## config.mk

```make
export PLATFORM = sky130hd
export DESIGN_NAME = knap_search_flat
export DESIGN_NICKNAME = d
export VERILOG_FILES = /design/src/rtl/knap_if.sv /design/src/rtl/knap_search.sv /design/src/flat_wrapper.sv
export SDC_FILE = /design/constraint.sdc
export NUM_CORES = 1
export LEC_CHECK = 0
export ABC_AREA = 1
export CAP_MARGIN = 20
export CORE_ASPECT_RATIO = 1.1
export CORE_MARGIN = 2
export CORE_UTILIZATION = 55
export DETAILED_ROUTE_END_ITERATION = 6
export PLACE_DENSITY = 0.81
export SYNTH_ARGS = -nofsm -noshare
export SYNTH_HDL_FRONTEND = slang
export SYNTH_SLANG_ARGS = --single-unit
```

## constraint.sdc

```tcl
create_clock -name clk -period 7.4 [get_ports clk]
set_clock_uncertainty 0.1 [all_clocks]
set_input_delay 0.74 -clock clk [delete_from_list [all_inputs] [get_ports clk]]
set_output_delay 0.74 -clock clk [all_outputs]
set_load 0.005 [all_outputs]
```

## src/rtl/knap_if.sv

```systemverilog
// Handshake and item-load bundle for the knapsack search engine.
// master drives items, thresholds and start; slave returns status and result.
interface knap_if #(
    parameter int N_ITEMS = 15,
    parameter int W       = 8,
    parameter int ACC_W   = 12,
    parameter int IDX_W   = 4
);
    logic               item_we;
    logic [IDX_W-1:0]   item_addr;
    logic [W-1:0]       item_value;
    logic [W-1:0]       item_weight;
    logic [W-1:0]       item_volume;
    logic [W-1:0]       min_value;
    logic [W-1:0]       max_weight;
    logic [W-1:0]       max_volume;
    logic               mode_best;
    logic               start;
    logic               busy;
    logic               done;
    logic               found;
    logic [N_ITEMS-1:0] sol_mask;
    logic [ACC_W-1:0]   sol_value;

    modport master (
        output item_we, item_addr, item_value, item_weight, item_volume,
        output min_value, max_weight, max_volume, mode_best, start,
        input  busy, done, found, sol_mask, sol_value
    );

    modport slave (
        input  item_we, item_addr, item_value, item_weight, item_volume,
        input  min_value, max_weight, max_volume, mode_best, start,
        output busy, done, found, sol_mask, sol_value
    );
endinterface

```

## src/rtl/knap_search.sv

```systemverilog
// Exhaustive multi-constraint 0/1 knapsack search over all selection masks.
// Ports: clk, rst_n (sync, active low), bus (knap_if.slave: items/thresholds/start in, status/result out).
module knap_search #(
    parameter int N_ITEMS = 15,
    parameter int W       = 8,
    parameter int ACC_W   = 12,
    parameter int IDX_W   = 4
) (
    input logic  clk,
    input logic  rst_n,
    knap_if.slave bus
);

    typedef enum logic [1:0] {
        S_IDLE,
        S_ACCUM,
        S_CHECK,
        S_DONE
    } state_t;

    state_t             state_q, state_d;
    logic [N_ITEMS-1:0] cand_q, cand_d;
    logic [IDX_W-1:0]   idx_q, idx_d;
    logic [ACC_W-1:0]   acc_v_q, acc_v_d;
    logic [ACC_W-1:0]   acc_w_q, acc_w_d;
    logic [ACC_W-1:0]   acc_vol_q, acc_vol_d;
    logic [W-1:0]       min_q, min_d;
    logic [W-1:0]       maxw_q, maxw_d;
    logic [W-1:0]       maxvol_q, maxvol_d;
    logic               mode_q, mode_d;
    logic               found_q, found_d;
    logic [N_ITEMS-1:0] mask_q, mask_d;
    logic [ACC_W-1:0]   sval_q, sval_d;

    logic [W-1:0] val_q [N_ITEMS];
    logic [W-1:0] wgt_q [N_ITEMS];
    logic [W-1:0] vol_q [N_ITEMS];

    logic tbl_we;
    logic valid;
    logic take;
    logic last_idx;

    // Table is only writable while no search is running.
    assign tbl_we = bus.item_we
                 && (state_q == S_IDLE || state_q == S_DONE)
                 && ({1'b0, bus.item_addr} < (IDX_W+1)'(N_ITEMS));

    assign last_idx = (idx_q == IDX_W'(N_ITEMS - 1));

    assign valid = (acc_v_q >= ACC_W'(min_q))
                && (acc_w_q <= ACC_W'(maxw_q))
                && (acc_vol_q <= ACC_W'(maxvol_q));

    // Strict '>' keeps the earlier (lower) mask on ties.
    assign take = valid && (!mode_q || !found_q || acc_v_q > sval_q);

    always_comb begin
        state_d   = state_q;
        cand_d    = cand_q;
        idx_d     = idx_q;
        acc_v_d   = acc_v_q;
        acc_w_d   = acc_w_q;
        acc_vol_d = acc_vol_q;
        min_d     = min_q;
        maxw_d    = maxw_q;
        maxvol_d  = maxvol_q;
        mode_d    = mode_q;
        found_d   = found_q;
        mask_d    = mask_q;
        sval_d    = sval_q;
        unique case (state_q)
            S_IDLE: begin
                if (bus.start) begin
                    min_d     = bus.min_value;
                    maxw_d    = bus.max_weight;
                    maxvol_d  = bus.max_volume;
                    mode_d    = bus.mode_best;
                    found_d   = 1'b0;
                    mask_d    = '0;
                    sval_d    = '0;
                    cand_d    = '0;
                    idx_d     = '0;
                    acc_v_d   = '0;
                    acc_w_d   = '0;
                    acc_vol_d = '0;
                    state_d   = S_ACCUM;
                end
            end
            S_ACCUM: begin
                if (cand_q[idx_q]) begin
                    acc_v_d   = acc_v_q + ACC_W'(val_q[idx_q]);
                    acc_w_d   = acc_w_q + ACC_W'(wgt_q[idx_q]);
                    acc_vol_d = acc_vol_q + ACC_W'(vol_q[idx_q]);
                end
                idx_d = idx_q + 1'b1;
                if (last_idx) begin
                    state_d = S_CHECK;
                end
            end
            S_CHECK: begin
                if (take) begin
                    found_d = 1'b1;
                    mask_d  = cand_q;
                    sval_d  = acc_v_q;
                end
                if ((valid && !mode_q) || (&cand_q)) begin
                    state_d = S_DONE;
                end else begin
                    cand_d    = cand_q + 1'b1;
                    idx_d     = '0;
                    acc_v_d   = '0;
                    acc_w_d   = '0;
                    acc_vol_d = '0;
                    state_d   = S_ACCUM;
                end
            end
            S_DONE: begin
                state_d = S_IDLE;
            end
            default: begin
                state_d = S_IDLE;
            end
        endcase
    end

    always_ff @(posedge clk) begin
        if (!rst_n) begin
            state_q   <= S_IDLE;
            cand_q    <= '0;
            idx_q     <= '0;
            acc_v_q   <= '0;
            acc_w_q   <= '0;
            acc_vol_q <= '0;
            min_q     <= '0;
            maxw_q    <= '0;
            maxvol_q  <= '0;
            mode_q    <= 1'b0;
            found_q   <= 1'b0;
            mask_q    <= '0;
            sval_q    <= '0;
        end else begin
            state_q   <= state_d;
            cand_q    <= cand_d;
            idx_q     <= idx_d;
            acc_v_q   <= acc_v_d;
            acc_w_q   <= acc_w_d;
            acc_vol_q <= acc_vol_d;
            min_q     <= min_d;
            maxw_q    <= maxw_d;
            maxvol_q  <= maxvol_d;
            mode_q    <= mode_d;
            found_q   <= found_d;
            mask_q    <= mask_d;
            sval_q    <= sval_d;
        end
    end

    always_ff @(posedge clk) begin
        if (!rst_n) begin
            for (int i = 0; i < N_ITEMS; i++) begin
                val_q[i] <= '0;
                wgt_q[i] <= '0;
                vol_q[i] <= '0;
            end
        end else if (tbl_we) begin
            val_q[bus.item_addr] <= bus.item_value;
            wgt_q[bus.item_addr] <= bus.item_weight;
            vol_q[bus.item_addr] <= bus.item_volume;
        end
    end

    assign bus.busy      = (state_q == S_ACCUM) || (state_q == S_CHECK);
    assign bus.done      = (state_q == S_DONE);
    assign bus.found     = found_q;
    assign bus.sol_mask  = mask_q;
    assign bus.sol_value = sval_q;

endmodule

```

## src/flat_wrapper.sv

```systemverilog
// flat-port wrapper written by rule: the top's interface ports become plain ports
module knap_search_flat 
#(
    parameter int N_ITEMS = 15,
    parameter int W       = 8,
    parameter int ACC_W   = 12,
    parameter int IDX_W   = 4
)
  (clk, rst_n, bus_item_we, bus_item_addr, bus_item_value, bus_item_weight, bus_item_volume, bus_min_value, bus_max_weight, bus_max_volume, bus_mode_best, bus_start, bus_busy, bus_done, bus_found, bus_sol_mask, bus_sol_value);
  knap_if #(.N_ITEMS(N_ITEMS), .W(W), .ACC_W(ACC_W), .IDX_W(IDX_W)) bus_i ();
  input logic clk;
  input logic rst_n;
  input wire logic [$bits(bus_i.item_we)-1:0] bus_item_we;
  input wire logic [$bits(bus_i.item_addr)-1:0] bus_item_addr;
  input wire logic [$bits(bus_i.item_value)-1:0] bus_item_value;
  input wire logic [$bits(bus_i.item_weight)-1:0] bus_item_weight;
  input wire logic [$bits(bus_i.item_volume)-1:0] bus_item_volume;
  input wire logic [$bits(bus_i.min_value)-1:0] bus_min_value;
  input wire logic [$bits(bus_i.max_weight)-1:0] bus_max_weight;
  input wire logic [$bits(bus_i.max_volume)-1:0] bus_max_volume;
  input wire logic [$bits(bus_i.mode_best)-1:0] bus_mode_best;
  input wire logic [$bits(bus_i.start)-1:0] bus_start;
  output wire logic [$bits(bus_i.busy)-1:0] bus_busy;
  output wire logic [$bits(bus_i.done)-1:0] bus_done;
  output wire logic [$bits(bus_i.found)-1:0] bus_found;
  output wire logic [$bits(bus_i.sol_mask)-1:0] bus_sol_mask;
  output wire logic [$bits(bus_i.sol_value)-1:0] bus_sol_value;
  assign bus_i.item_we = bus_item_we;
  assign bus_i.item_addr = bus_item_addr;
  assign bus_i.item_value = bus_item_value;
  assign bus_i.item_weight = bus_item_weight;
  assign bus_i.item_volume = bus_item_volume;
  assign bus_i.min_value = bus_min_value;
  assign bus_i.max_weight = bus_max_weight;
  assign bus_i.max_volume = bus_max_volume;
  assign bus_i.mode_best = bus_mode_best;
  assign bus_i.start = bus_start;
  assign bus_busy = bus_i.busy;
  assign bus_done = bus_i.done;
  assign bus_found = bus_i.found;
  assign bus_sol_mask = bus_i.sol_mask;
  assign bus_sol_value = bus_i.sol_value;
  knap_search #(.N_ITEMS(N_ITEMS), .W(W), .ACC_W(ACC_W), .IDX_W(IDX_W)) u_core (.clk(clk), .rst_n(rst_n), .bus(bus_i));
endmodule
```

* Word level (Yosys, flattened, before mapping)
Memory sizes are Yosys's and may differ from the RTL's. A register that Yosys moved wholly into a read port is not among the register bits.
Cells that the tools add are included.
** Operators by class
- $add $sub $neg :: 5
- Order comparisons :: 6
- Equality and inequality tests :: 9
- Muxes and demuxes :: 46
- Reduce and logical (&&, ||, !) cells :: 26
** Operator list (count)
- $pmux 12 s3 :: 3
- $mux 12 :: 6
- $pmux 15 s2 :: 2
- $mux 15 :: 3
- $mux 4 :: 11
- $add 12x8->12 :: 3
- $le 12x8->1 :: 2
- $mux 8 :: 3
- $pmux 12 s2 :: 1
- $reduce_or 8->1 :: 3
- $add 15x1->15 const B :: 1
- $reduce_and 15->1 :: 1
- $ge 12x8->1 :: 1
- $gt 12x12->1 :: 1
- $pmux 4 s3 :: 1
- $mux 1 :: 10
- $reduce_and 3->1 :: 3
- $pmux 2 s4 :: 1
- $logic_and 1x1->1 :: 6
- $mux 2 :: 3
- $ne 2x1->1 const B :: 3
- $logic_or 1x1->1 :: 5
- $lt 4x5->1 const B :: 1
- $add 4x1->4 const B :: 1
- 13 further kinds :: 17
** Storage, ports and cells
- Register bits :: 110
- Bits in writable memories :: 360
- Input port bits :: 57
- Output and inout bits :: 30
- Logic and storage cells :: 108
- Memories :: 3
** Memories
- u_core.val_q :: words 15, bits a word 8, rd ports 1, clocked after memory_dff 1, write ports 15, RTL line knap_search.sv:35 : logic [W-1:0] val_q [N_ITEMS];
- u_core.vol_q :: words 15, bits a word 8, rd ports 1, clocked after memory_dff 1, write ports 15, RTL line knap_search.sv:37 : logic [W-1:0] vol_q [N_ITEMS];
- u_core.wgt_q :: words 15, bits a word 8, rd ports 1, clocked after memory_dff 1, write ports 15, RTL line knap_search.sv:36 : logic [W-1:0] wgt_q [N_ITEMS];

* Logic depth before layout (Yosys ltp)
- Depth in word-level cells :: 9
- Gate-level depth with buffers :: 22
- Mapped depth without buffers :: 19

* Worst setup path after synthesis
Ideal clock, no wire load.
- Path type :: reg2reg
- Start point :: register with a tool-made name
- End point :: register u_core.acc_w_q[10]
- Library setup time :: 0.115 ns
- Data arrival time :: 2.952 ns
- Required time :: 7.185 ns
- Path slack :: 4.233 ns
- Stages on the path, launching flop included :: 20
- Buffers on the path :: 4
- Clock period less this slack :: 3.167 ns
- Path through :: dfxtp_1 -> buf_2 -> buf_2 -> buf_2 -> buf_2 -> mux2i_1 -> o211ai_1 -> o211ai_1 -> nand2_1 -> ha_1 -> inv_1 -> fa_1 -> o21ai_0 -> nand2_1 -> nand3_1 -> nand2_1 -> o21ai_0 -> inv_1 -> o21bai_1 -> nor2_1
** RTL lines
- end signal: assignment :: RTL line knap_search.sv:147 : acc_w_q <= acc_w_d;
- end: declaration :: RTL line knap_search.sv:25 : logic [ACC_W-1:0] acc_w_q, acc_w_d;

==> flow_summary.toml <==
[status]
status = "complete, no violations"

[yosys]
synth-edff-count = 384
synth_cell_type_count = 41
ys.flop_type = "edfxtp_1"
synth-xor-area-share_pct = 0.434
synth_seq_area_share_pct = 57.1
synth_compound_area_share_pct = 12.7
netlist.area_leader.share_pct = 47.6
netlist_top_cells_area = "edfxtp_1 (48%), dfxtp_1 (9.4%), nor2_1 (7.8%)"
syn_inst = 2566
yosys-mux-area-fraction_pct = 3.97
syn_area_um2 = 24200
synth_fa_ha_area_share_pct = 3.71
syn_area_per_cell_um2 = 9.43
synth-simple-area-share_pct = 14.7
yosys.area.top_type = "edfxtp_1"
ys_warn_count = 0
synth-seq-cells = 498
synth_top_family_by_area = "simple AND/OR/NAND/NOR gates"
ys_async_sr_fraction_pct = 0

[cts]
cts_setup_buffers = 0
htree_levels = 2
cts_hold_buf = 0
clkLatencyLatePin_ps = 620
clockBufferDepth = 3
clkTransAtPathRegs_ps = 60
cts_resized = 0
cts_made_buffers = 50
cts_sinks = 498
tritoncts = "yes"
cts_root_buf = "clkbuf_16"

[layout]
final_common_cell = "nor2_1"
syn2layout_area_growth_pct = 11.9
seq_area_um2 = 13800
most-common-layout-cells = "nor2_1 (502), edfxtp_1 (384), inv_1 (284), nand2_1 (271), a21oi_1 (229)"
multi_input_area_um2 = 8680
fin_nets = 2709
final_layout_size_suffix_gt1_share_pct = 4.54
nFillCells = 3384
final_cells = 3197
final_core_util_pct = 62.4

[critical_path]
crit_chain = "buf_12 -> mux2i_1 -> o21ai_0 -> o211ai_1 -> nand2_1 -> ha_1 -> inv_1 -> fa_1 -> o21ai_0 -> nand2_1 -> nand3_1 -> nand2_1 -> o21ai_0 -> inv_1 -> o21bai_1 -> nor2_1"
r2r_setup_slack_ps = 2770
crit_path_end_kind = "register"
start_kind = "register"
cp.arrival_ps = 5020
slowest_delay_ps = 970
critPathMaxFanout = 110
required_ps = 7790
slowest_stage = "dfxtp_4"
worst-setup-path-type = "reg -> reg"

[route]
top_layer = "met5"
drtPass1Iterations = 6
routed_wl_um = 67100
detail-route-antenna-nets = 0
drt-initial-drc-count = 2570
routedLengthMet1_um = 24400
num_vias = 19200
avgViaCountPerCell = 6.00
met3_length_um = 6630
wl_met2_um = 32200
drcViolationCount = 0
routedWlPerCell_um = 21.0

[sta]
setup_violations = 0
tightest_slew_ps = 1120
setup_tns_ps = 0
slew_viol_final = 0
period_needed_ps = 4630
hold_ws_ps = 365
slew-limit-headroom_pct = 25.5
rsz0062_at_grt = "no"
hold_violations = 0
fin_crit_sh_pct = 62.6
max_freq_mhz = 216

[floorplanning]
core_area_um2 = 43400
die_area_um2 = 45700
start_util_pct = 55.7
die_y_um = 224
ios = 87
core.rowCount = 80
die_w_um = 204

[hold_path]
min-delay-path-class = "reg -> reg"

[pwr]
power_density_nw_per_um2 = 363
p_leak_nw = 10.6
irDropWorstVdd_mv = 0.201
p_total_mw = 9.83

[grt]
antenna_found_initial = 1
grt_use_total_pct = 29.0
grt_pass1_wl_um = 101000
grt_max_degree = 111
grt_overflow_total = 0
first_global_vias = 18000

[job]
drv_cap = 0

[placement]
gp_congestion = 1.00
port_buffers = 86
post-dp-hpwl_um = 43900
dp.cells = 3103
==> layout make-up <==
| type | count | area share [%] |
|---|---|---|
| clock inverters | 33 | 1.45 |
| inverters | 287 | 3.98 |
| diodes | 1 | 0.00924 |
| multi-input cells | 1636 | 32.0 |
| repair buffers | 109 | 3.96 |
| well taps | 574 | 2.65 |
| flip-flops and latches | 498 | 51.0 |
| clock buffers | 59 | 4.90 |
==> Yosys cell counts, drive strengths merged, types with 2 or more instances <==
| library cell | instances |
|---|---|
| o21ai | 208 |
| o211ai | 99 |
| nand3 | 48 |
| dfxtp | 114 |
| o21bai | 7 |
| nor3b | 4 |
| a31oi | 3 |
| edfxtp | 384 |
| xor2 | 6 |
| ha | 67 |
| nor2 | 505 |
| nand2 | 272 |
| nand4 | 39 |
| nor3 | 10 |
| a21oi | 229 |
| o21a | 2 |
| clkbuf | 128 |
| a22oi | 3 |
| mux2i | 96 |
| buf | 40 |
| nand3b | 2 |
| xnor2 | 6 |
| inv | 286 |
| fa | 3 |
==> final timing paths <==
kind | start | endpoint | cells after the start
hold / removal | u_core.bus.sol_mask[14]$_SDFFE_PN0P_ | u_core.bus.sol_mask[14]$_SDFFE_PN0P_ | 2
setup / recovery | register | u_core.acc_v_q[10]$_SDFFE_PN0P_ | 16
hold reg to reg | u_core.bus.sol_mask[14]$_SDFFE_PN0P_ | u_core.bus.sol_mask[14]$_SDFFE_PN0P_ | 2
setup reg to reg | register | u_core.acc_v_q[10]$_SDFFE_PN0P_ | 16
==> power by group <==
group	leakage (nW)	switching (mW)	internal (mW)
combinational	4.88	2.43	1.16
clock	0.839	1.11	1.56
sequential	4.89	0.289	3.27
==> through the flow <==
| stage | worst slack (ps) | cell area, um2 |
|---|---|---|
| final | 2770 | 27100 |
| after global routing | 2530 | 27100 |
| after CTS | 2950 | 27100 |
| after detailed placement | 2380 | 25300 |
| after global placement | 2360 | 25300 |
| after floorplan | 4230 | 24300 |
==> critical path, delay by kind of cell, from the launching register on <==
family | cells | cell delay [ps]
flip-flops | 1 | 970
AND/OR/NAND/NOR | 5 | 520
multiplexers | 1 | 180
AO/OA/AOI/OAI | 5 | 1360
buffers and inverters | 3 | 600
adder cells (fa/ha/maj) | 2 | 630
==> cells by family (layout without fill, tap and decap cells) <==
family                     Yosys count  count (layout)
xor gates and xnor gates            12              12
adders and majority gates           70              70
buffers and inverters              455             488
other                                1              25
DFF                                498             498
and+or+nand+nor                    880             880
AOI/OAI and AO/OA                  554             554
muxes                               96              96
==> registers in the layout (all words and copies together) (netlist names), named ones only <==
| name | count |
|---|---|
| u_core.mode_q | 1 |
| u_core.bus.sol_mask | 15 |
| u_core.maxvol_q | 8 |
| u_core.acc_w_q | 12 |
| u_core.wgt_q | 128 |
| u_core.bus.sol_value | 12 |
| u_core.vol_q | 128 |
| u_core.val_q | 128 |
| u_core.cand_q | 15 |
| u_core.bus.found | 1 |
| u_core.acc_v_q | 12 |
| u_core.state_q | 2 |
| u_core.min_q | 8 |
| u_core.acc_vol_q | 12 |
| u_core.maxw_q | 8 |
| u_core.idx_q | 4 |
==> per-layer routing <==
metal,vias to the layer above,GRT usage [%]
met1,9087,35.9
met3,236,5.08
li1,8715,-
met4,2,15.4
met2,1129,48.4
met5,-,0
(Power assumes the default switching activity.)
==> variant, RTL diff (same settings) <==
Take the reset off `sval_q` and load it in a clocked block of its own.
--- a/src/rtl/knap_search.sv
+++ b/src/rtl/knap_search.sv
@@ -138,7 +138,6 @@
             mode_q    <= 1'b0;
             found_q   <= 1'b0;
             mask_q    <= '0;
-            sval_q    <= '0;
         end else begin
             state_q   <= state_d;
             cand_q    <= cand_d;
@@ -152,8 +151,11 @@
             mode_q    <= mode_d;
             found_q   <= found_d;
             mask_q    <= mask_d;
-            sval_q    <= sval_d;
         end
+    end
+
+    always_ff @(posedge clk) begin
+        sval_q <= sval_d;
     end
 
     always_ff @(posedge clk) begin
Formal check against the unedited RTL: no difference found for any inputs over 4 cycles, from zero or initial values and one cycle with rst_n low; that may be too few to reach the edited logic, so the function may still have changed.
==> variant against the unedited design <==
First-iteration DRC count shrank 8.8%. Sequential cell count is the same. Largest power group unchanged. Critical path type unchanged. Total power grew 2.1%. Cell area grew 1.1%. Critical path depth shrank 1. Wire length shrank 3.4%. Synthesized area grew 1.2%. Worst setup slack gained 0.31 ns.
==> variant: results (changes against the unedited design) <==
Clock tree
  – CTS clk-pin slew, worst paths: 0.06 ns (about the same)
  – Skew-Pair Late Insertion Delay: 0.59 ns (was 0.62 ns)
  – Inserted Clock Buffers: 50 (unchanged)

Placement
  – Global placement routability congestion: 0.866 (was 1.00)
  – Pre-CTS setup slack: 3.24 ns (was 2.38 ns)
  – Post-Place Cells: 3,177 (was 3,103)
  – DP HPWL: 39,600 um (was 43,900 um)

Final layout
  – Fin nets: 2,775 (was 2,709)
  – Filler cells: 3,531 (was 3,384)
  – Antenna diodes: 0 (was 1)
  – Proportion of layout cells with a drive suffix above 1: 5.14% (was 4.54%)

Logic synthesis
  – Adder-Cell Fraction of Synth Area: 3.67% (was 3.71%)
  – Synth Area in XOR/XNOR: 0.215% (was 0.434%)
  – Sequential fraction of the synthesis area: 56.9% (was 57.1%)
  – Synthesized area per cell: 9.37 um^2 (was 9.43 um^2)
  – Top cell types by occurrence after synthesis: nor2_1 (494), edfxtp_1 (396), nand2_1 (315) (was nor2_1 (502), edfxtp_1 (384), inv_1 (284))
  – Synth Flop Type: edfxtp_1 (unchanged)
  – EDFF count, synth: 396 (was 384)
  – Unique masters post-synth: 44 (was 41)
  – Proportion of synthesized area in mux cells: 3.92% (was 3.97%)
  – Compound-gate portion of the synthesized area: 11.9% (was 12.7%)
  – Top cells by area, synth: edfxtp_1 (49%), dfxtp_1 (8.3%), nor2_1 (7.6%) (was edfxtp_1 (48%), dfxtp_1 (9.4%), nor2_1 (7.8%))

Worst setup path
  – CP arrival: 4.70 ns (was 5.02 ns)
  – CP Max Fanout: 129 (was 110)

Status
  – Status: finished, final reports clean (unchanged)

Power
  – Cell leakage power: 11.0 nW (was 10.6 nW)
  – Net Sw Power: 3.90 mW (was 3.83 mW)
  – Maximum vdd drop: 0.251 mV (was 0.201 mV)

Drt
  – Initial DRC Count: 2,345 (was 2,570)
  – Via/cell ratio: 5.88 (was 6.00)
  – Routed wire length: 64,900 um (was 67,100 um)
  – Avg WL per Cell: 19.9 um (was 21.0 um)

GRT
  – Number of global-route vias before repair: 19,017 (was 17,997)
  – Tot GR Track Use: 28.4% (was 29.0%)
  – Initial antenna violation count: 0 (was 1)
  – First-pass GRT wire length: 101,000 um (about the same)
  – Largest net degree at the start of global routing: 130 (was 111)

Hold path
  – Hold Path Class: reg -> reg (unchanged)

STA
  – Worst relative slew slack: 22.3% (was 25.5%)
-- variant: cell types whose count changed after synthesis, sizes merged, moves of 8 or more --
cell,unedited run,this run
a21oi,229,215
clkinv,1,12
clkbuf,128,111
dfxtp,114,102
nand2,272,319
nand3,48,90
buf,40,58
o21ai,208,189
nor2,505,497
edfxtp,384,396
-- variant: metal layers --
layer | wire [um] | GRT usage [%] | vias up | part of all wire, %
met3 | 6330 | 5.31 | 199 | 9.8
met4 | 2510 | 11.7 | 0 | 3.9
met1 | 24500 | 35.1 | 9046 | 38
met5 | 0 | 0 | - | 0
li1 | - | - | 8896 | -
met2 | 31500 | 48.8 | 1066 | 49
-- variant: power groups by stage --
| stage | combinational, mW | sequential [mW] | clock [mW] |
|---|---|---|---|
| finish | 3.78 | 3.73 | 2.53 |
| global route | 4.27 | 3.77 | 2.64 |
| detailed placement | 3.71 | 3.78 | 0 |
| global placement | 3.59 | 3.76 | 0 |
| CTS | 3.75 | 3.72 | 2.55 |
| floorplan | 2.90 | 3.56 | 0 |
-- variant: path summary, 6_finish.rpt --
check                                         from                   to  slack, ns  depth (start not counted)
worst min register to register  u_core.maxvol_q[5]   u_core.maxvol_q[5]       0.37                          2
worst max register to register                flop  u_core.acc_vol_q[7]       3.08                         15
worst min-delay path            u_core.maxvol_q[5]   u_core.maxvol_q[5]       0.37                          2
worst max-delay path                          flop  u_core.acc_vol_q[7]       3.08                         15
-- variant: cell families after synthesis --
group                      count (synthesis)
and+or+nand+nor                          957
AOI/OAI and AO/OA                        522
DFF                                      498
buffers and inverters                    463
muxes                                     96
adders and majority gates                 70
xor gates and xnor gates                   6
other                                      1
-- variant: area by class of cell --
class,count,area share [%]
sequential,498,50.9
multi-input combinational,1675,32.2
clock buffer,65,4.93
timing repair buffer,129,4.35
inverter,294,4.03
tap,581,2.65
clock inverter,25,0.964
-- variant: critical path, stage by stage (launching register included) --
cell and delay (ns):
dfxtp_4 1.07, buf_12 0.53, mux2i_1 0.27, o21ai_0 0.11, o211ai_1 0.27, nand2_1 0.19
ha_1 0.42, nand2_1 0.13, o21ai_0 0.30, a21oi_1 0.11, o21ai_0 0.17, nand2_1 0.07
nand3_1 0.07, nand4_1 0.10, nand2_1 0.09, nor2_1 0.04
-- variant: stage by stage --
stage	power [mW]	hold WS (ns)	instance area [um^2]	utilization (%)
3_3_place_gp	7.35	0.354	25800	58.3
2_1_floorplan	6.47	0.335	24600	-
5_1_grt	10.7	0.393	27400	62.0
6_report	10.0	0.368	27400	62.0
4_1_cts	10.0	0.372	27400	62.0
3_5_place_dp	7.48	0.358	25800	58.3
